==> config.mk <==
export PLATFORM = sky130hd
export DESIGN_NAME = sprite_blit_engine
export DESIGN_NICKNAME = d
export VERILOG_FILES = /design/src/rtl/sprite_blit_engine.sv
export SDC_FILE = /design/constraint.sdc
export NUM_CORES = 1
export LEC_CHECK = 0
export ABC_AREA = 1
export CAP_MARGIN = 15
export CORE_MARGIN = 2
export CORE_UTILIZATION = 30
export DETAILED_ROUTE_END_ITERATION = 6
export HOLD_SLACK_MARGIN = 0.12
export PLACE_DENSITY = 0.6
export REMOVE_ABC_BUFFERS = 1
export SETUP_SLACK_MARGIN = 0.5
export SLEW_MARGIN = 25
export SYNTH_ARGS = -nofsm -noshare
export SYNTH_HDL_FRONTEND = slang
export SYNTH_SLANG_ARGS = --single-unit
==> constraint.sdc <==
create_clock -name clk -period 2.9 [get_ports clk]
set_input_delay 0.58 -clock clk [delete_from_list [all_inputs] [get_ports clk]]
set_output_delay 0.58 -clock clk [all_outputs]
set_load 0.01 [all_outputs]
==> src/rtl/sprite_blit_engine.sv <==
// Sprite blitter: walks a SPR_W x SPR_H sprite ROM in raster order and emits clipped,
// optionally mirrored / keyed / erased pixels to the VGA adapter with a start/done handshake.
module sprite_blit_engine #(
    parameter int              SCREEN_W  = 160,
    parameter int              SCREEN_H  = 120,
    parameter int              X_W       = 8,
    parameter int              Y_W       = 7,
    parameter int              SPR_W     = 40,
    parameter int              SPR_H     = 40,
    parameter int              ADDR_W    = 11,
    parameter int              COLOR_W   = 3,
    parameter logic [COLOR_W-1:0] KEY_COLOR = 3'b101
) (
    input  logic               clk,
    input  logic               reset,
    input  logic               start,
    input  logic [X_W-1:0]     xInit,
    input  logic [Y_W-1:0]     yInit,
    input  logic               mirror,
    input  logic               keyEn,
    input  logic               erase,
    input  logic [COLOR_W-1:0] romColor,
    output logic [ADDR_W-1:0]  romAddr,
    output logic [X_W-1:0]     x,
    output logic [Y_W-1:0]     y,
    output logic [COLOR_W-1:0] color,
    output logic               plot,
    output logic               busy,
    output logic               done
);
    localparam int CW = (SPR_W > 1) ? $clog2(SPR_W) : 1;
    localparam int RW = (SPR_H > 1) ? $clog2(SPR_H) : 1;

    typedef enum logic [1:0] {IDLE, ISSUE, DRAIN, DONE} state_t;

    state_t              state_q, state_d;
    logic [CW-1:0]       col_q, col_d;
    logic [RW-1:0]       row_q, row_d;
    logic [ADDR_W-1:0]   rowBase_q, rowBase_d;
    logic [X_W-1:0]      xBase_q;
    logic [Y_W-1:0]      yBase_q;
    logic                mirror_q, keyEn_q, erase_q;
    logic                accept;

    logic                s1_vld_q;
    logic [X_W:0]        s1_px_q;
    logic [Y_W:0]        s1_py_q;

    logic [X_W-1:0]      x_q;
    logic [Y_W-1:0]      y_q;
    logic [COLOR_W-1:0]  color_q;
    logic                plot_q, busy_q, done_q;

    always_comb begin
        state_d   = state_q;
        col_d     = col_q;
        row_d     = row_q;
        rowBase_d = rowBase_q;
        accept    = 1'b0;
        case (state_q)
            IDLE: begin
                // done_q still high means this is the completion cycle; start is ignored there
                if (start && !done_q) begin
                    accept    = 1'b1;
                    col_d     = '0;
                    row_d     = '0;
                    rowBase_d = '0;
                    state_d   = ISSUE;
                end
            end
            ISSUE: begin
                if (col_q == CW'(SPR_W - 1)) begin
                    col_d     = '0;
                    row_d     = row_q + 1'b1;
                    rowBase_d = rowBase_q + ADDR_W'(SPR_W);
                    if (row_q == RW'(SPR_H - 1))
                        state_d = DRAIN;
                end else begin
                    col_d = col_q + 1'b1;
                end
            end
            DRAIN:   state_d = DONE;
            DONE:    state_d = IDLE;
            default: state_d = IDLE;
        endcase
    end

    always_comb begin
        romAddr = '0;
        if (state_q == ISSUE)
            romAddr = rowBase_q + (mirror_q ? (ADDR_W'(SPR_W - 1) - ADDR_W'(col_q))
                                            : ADDR_W'(col_q));
    end

    always_ff @(posedge clk) begin
        if (reset) begin
            state_q   <= IDLE;
            col_q     <= '0;
            row_q     <= '0;
            rowBase_q <= '0;
            xBase_q   <= '0;
            yBase_q   <= '0;
            mirror_q  <= 1'b0;
            keyEn_q   <= 1'b0;
            erase_q   <= 1'b0;
            s1_vld_q  <= 1'b0;
            s1_px_q   <= '0;
            s1_py_q   <= '0;
            x_q       <= '0;
            y_q       <= '0;
            color_q   <= '0;
            plot_q    <= 1'b0;
            busy_q    <= 1'b0;
            done_q    <= 1'b0;
        end else begin
            state_q   <= state_d;
            col_q     <= col_d;
            row_q     <= row_d;
            rowBase_q <= rowBase_d;
            if (accept) begin
                xBase_q  <= xInit;
                yBase_q  <= yInit;
                mirror_q <= mirror;
                keyEn_q  <= keyEn;
                erase_q  <= erase;
            end
            // Coordinates are one bit wider so off-screen pixels clip instead of wrapping
            s1_vld_q <= (state_q == ISSUE);
            s1_px_q  <= {1'b0, xBase_q} + (X_W+1)'(col_q);
            s1_py_q  <= {1'b0, yBase_q} + (Y_W+1)'(row_q);
            x_q      <= s1_px_q[X_W-1:0];
            y_q      <= s1_py_q[Y_W-1:0];
            color_q  <= erase_q ? '0 : romColor;
            plot_q   <= s1_vld_q
                        && (s1_px_q < (X_W+1)'(SCREEN_W))
                        && (s1_py_q < (Y_W+1)'(SCREEN_H))
                        && (erase_q || !keyEn_q || (romColor != KEY_COLOR));
            busy_q   <= (state_d != IDLE);
            done_q   <= (state_q == DONE);
        end
    end

    assign x     = x_q;
    assign y     = y_q;
    assign color = color_q;
    assign plot  = plot_q;
    assign busy  = busy_q;
    assign done  = done_q;
endmodule

==> flow_results.org, run 1 <==
** Outcome
- The run finished with clean final reports.

** Setup path
- Worst-path maximum fanout :: 3
- Setup crit end kind :: primary output
- Critical path arrival :: 2070 ps
- Critical path class :: flop to primary output
- The worst setup path is launched from a flop.
- Data required time of the critical path :: 2320 ps

** CTS
- Worst-path clk slew :: 60 ps
- Max Buffers Root-to-Sink :: 2
- Num Clock Sinks :: 79
- Insertion delay of the later-clocked pin in the worst-skew pair :: 340 ps
- TritonCTS built the clock tree.
- After clock tree synthesis, the flow added hold-fix buffers numbering 0.
- CTS Root Cell :: sky130_fd_sc_hd__clkbuf_16
- H-Tree Level Count :: 3
- Number of buffers created by CTS :: 9

** Timing
- Final period demand of the worst path :: 2648 ps
- Slew margin rel. :: 72.70%
- Setup violations remaining at the end of the flow were counted as 0.
- Tightest Pin Transition :: 409.1 ps
- Final critical-path share of the clock period :: 91.31%
- After layout, the worst setup slack is 252.0 ps.
- Derived from the worst setup path, the maximum achievable clock frequency is 377.6 MHz.
- Final max-slew violation count :: 0
- Worst-case clock skew :: 4.577 ps
- Setup repair after global routing could not meet its margin everywhere.
- The number of hold-slack violations in the final timing report came to 0.

** Pwr
- Relative contribution of the clock network to total power :: 42.3%
- Internal power :: 1862 uW
- The analysis attributes to net switching a power of 673.1 uW.
- Worst supply voltage drop on vdd :: 0.0003254 V
- Leakage power total :: 0.002250 uW
- Power density over the cells :: 505.7 nW/um2
- Combinational logic is responsible for 11.5% of the overall power.
- Switching share of power :: 26.55%
- Sequential cells burn 46.2% of the power.

** Cells and area
- After routing the design area is 5014 um2.
- At the end of the flow, the number of nets in the layout was 646.
- The repair_antennas step left the layout with diodes totalling 0.
- Cells with a size suffix above 1 make up 12.02% of the layout.
- Cells fill 40.22% of the core in the end.
- Synthesis-to-layout area growth :: 32.59%

** Synthesis
- Sequential area share after synthesis :: 41.83%
- Count of synthesis-stage warnings from yosys :: 0
- Counting flops with a built-in enable in the synthesized netlist gives 0.
- Counting every instance in the synthesized netlist gives 525.
- Most area-hungry cell type in the Yosys netlist :: sky130_fd_sc_hd__dfxtp_1
- Summing every instance area after synthesis gives 3781 um2.
- Cell types with the largest area share after synthesis :: sky130_fd_sc_hd__dfxtp_1 42%, sky130_fd_sc_hd__nor2_1 8.7%, sky130_fd_sc_hd__ha_1 8.6%
- Yosys top cell area share :: 41.83%
- Of all flip-flops after synthesis, the portion carrying an async set or reset was 0%.
- Cell variety after synth :: 29
- Syn avg cell area :: 7.202 um2
- Yosys instantiated no cell more often than sky130_fd_sc_hd__nor2_1.
- Dominant synthesized flop cell :: sky130_fd_sc_hd__dfxtp_1
- Most common library cells after synthesis :: 88 x sky130_fd_sc_hd__nor2_1, 86 x sky130_fd_sc_hd__nand2_1, 79 x sky130_fd_sc_hd__dfxtp_1, 77 x sky130_fd_sc_hd__inv_1, 47 x sky130_fd_sc_hd__a21oi_1
- Flip-flop and latch count after synthesis :: 79

** Route
- For this run, design rule violations remaining after detail routing come to 0.
- Wire per inst :: 11.36 um
- Using the TritonRoute via totals, the vias-per-cell ratio works out to 4.518.
- Pre-Repair DR Iteration Count :: 4
- Via total after detailed routing :: 3483
- Wire length after detailed routing :: 8757 um
- Once detail routing completed, the nets flagged for antenna violations numbered 0.
- The detailed router finished its first iteration with 139 violations.

** Worst hold path
- Class of the tightest hold or removal check :: flop to flop

** Placement
- At the placement stage, the worst setup path has a slack of -23.06 ps.
- Final HPWL from detailed placement :: 6241 um
- Cell Area, Placed :: 4567 um2
- Number of buffer cells added on primary ports :: 55
- At the end of routability-driven placement, the weighted congestion stood at 0.8590.

** Global route
- The number of antenna violations at the first check in global routing came to 0.
- Number of global-route vias before repair :: 3394
- Entering global routing, the biggest net connects 36 pins.
- The first global-routing pass estimated 14770 um of wire.
- Overflow left after global routing :: 0
- Total routing resource utilization after global routing :: 13.85%

** Die
- 56 I/O pins were placed.
- The die covers 13520 um2.
- Initial Util :: 30.33%
- Count of standard-cell rows :: 41
- Core Box Area :: 12470 um2
- In this run the vertical extent of the chip is 116.3 um.
- The die is 116.3 um wide.

** Flow run
- Max-cap violations in this run came to 0.
==> critical path, cell delays in order, from the launching register on <==
cell                      delay [ps]
sky130_fd_sc_hd__dfxtp_2         330
sky130_fd_sc_hd__inv_2            50
sky130_fd_sc_hd__ha_4            150
sky130_fd_sc_hd__ha_4            260
sky130_fd_sc_hd__nand2_2          40
sky130_fd_sc_hd__o21ai_2          70
sky130_fd_sc_hd__ha_4            230
sky130_fd_sc_hd__nand2_4          80
sky130_fd_sc_hd__nand2_4          60
sky130_fd_sc_hd__nand2_2          80
sky130_fd_sc_hd__nand2_2          50
sky130_fd_sc_hd__nand2_2          50
sky130_fd_sc_hd__nand2_1          40
sky130_fd_sc_hd__nor2_1           90
sky130_fd_sc_hd__buf_2           130
==> registers in the layout (all words and copies together), names as in the netlist, 2 cells and up <==
| register | flops |
|---|---|
| x | 8 |
| col_q | 6 |
| xBase_q | 8 |
| yBase_q | 7 |
| s1_px_q | 9 |
| s1_py_q | 8 |
| rowBase_q | 8 |
| row_q | 6 |
| state_q | 2 |
| y | 7 |
| color | 3 |
==> cells in the final DEF (no fill, tap or decap), types with 12 or more instances in the layout <==
cell type | netlist | final
sky130_fd_sc_hd__nand2_1 | 86 | 78
sky130_fd_sc_hd__inv_1 | 77 | 75
sky130_fd_sc_hd__o21ai_0 | 41 | 36
sky130_fd_sc_hd__a21oi_1 | 47 | 47
sky130_fd_sc_hd__buf_4 | 1 | 15
sky130_fd_sc_hd__nand4_1 | 12 | 12
sky130_fd_sc_hd__dfxtp_1 | 79 | 75
sky130_fd_sc_hd__ha_1 | 26 | 19
sky130_fd_sc_hd__nor2_1 | 88 | 86
sky130_fd_sc_hd__nand3_1 | 21 | 21
sky130_fd_sc_hd__clkdlybuf4s50_1 | 0 | 44
==> power groups by stage <==
stage / clock [uW] / combinational, uW / sequential (uW)
floorplan: 0 / 148 / 1190
detailed placement: 0 / 280 / 1200
global placement: 0 / 277 / 1190
CTS: 1100 / 290 / 1170
finish: 1070 / 292 / 1170
global route: 1150 / 331 / 1180
==> path summary, 6_finish.rpt <==
check / from / end / slack [ps] / cells past startpoint
worst max register to register: col_q[1]$_SDFFE_PP0P_ / rowBase_q[8]$_SDFFE_PP0P_ / 1150 / 11
worst min-delay path: s1_py_q[2]$_SDFF_PP0_ / y[2]$_SDFF_PP0_ / 400 / 2
worst min register to register: s1_py_q[2]$_SDFF_PP0_ / y[2]$_SDFF_PP0_ / 400 / 2
worst max-delay path: col_q[3]$_SDFFE_PP0P_ / romAddr[8] / 250 / 14
==> routing by layer <==
layer	share of wire, %	track usage (%)
met5	0	0
met4	1.8	5.079
met3	3.6	4.152
met2	49	23.91
met1	45	16.24
==> cells by family (layout without fill, tap and decap cells) <==
group           Yosys count  after routing  share of synthesized area, %
compound gates          102            102                         14.06
xor+xnor                  1              1                        0.2317
fa+ha+maj                28             28                         9.662
buf+inv                  94            168                         9.795
flops                    79             79                         41.83
simple gates            221            221                         24.42
==> cell type report <==
cell class,instances,area (um2)
well taps,172,215.2
fillers,1291,7452
repair buffers,72,656.9
flip-flops and latches,79,1589
clock inverters,7,57.56
inverters,80,300.3
multi-input cells,352,1969
clock buffers,9,225.2
==> through the flow <==
step | hold slack (ps) | power, uW | cells | setup TNS (ps)
after floorplan | 388.3 | 1343 | 511 | 0
after global placement | 389.4 | 1471 | 750 | 0
after detailed placement | 392.0 | 1475 | 750 | -27.56
after CTS | 400.5 | 2565 | 768 | 0
after global routing | 428.0 | 2660 | 771 | 0
final | 399.2 | 2535 | 771 | 0
==> timing repair <==
item	in CTS	in global routing
cloned	0	0
buffers inserted	2	3
setup endpoints to repair	11	10
resized for setup	49	22
hold endpoints to repair	0	0
pin swaps	14	16
(Power assumes the default switching activity.)
==> run 2: changes to the inputs <==
--- a/config.mk
+++ b/config.mk
@@ -6,6 +6,7 @@
 export NUM_CORES = 1
 export LEC_CHECK = 0
 export ABC_AREA = 1
+export ABC_CLOCK_PERIOD_IN_PS = 2900
 export CAP_MARGIN = 15
 export CORE_MARGIN = 2
 export CORE_UTILIZATION = 30
==> results of run 2 <==
Same layout as run 1: the final DEF is identical, and so are final timing and power.
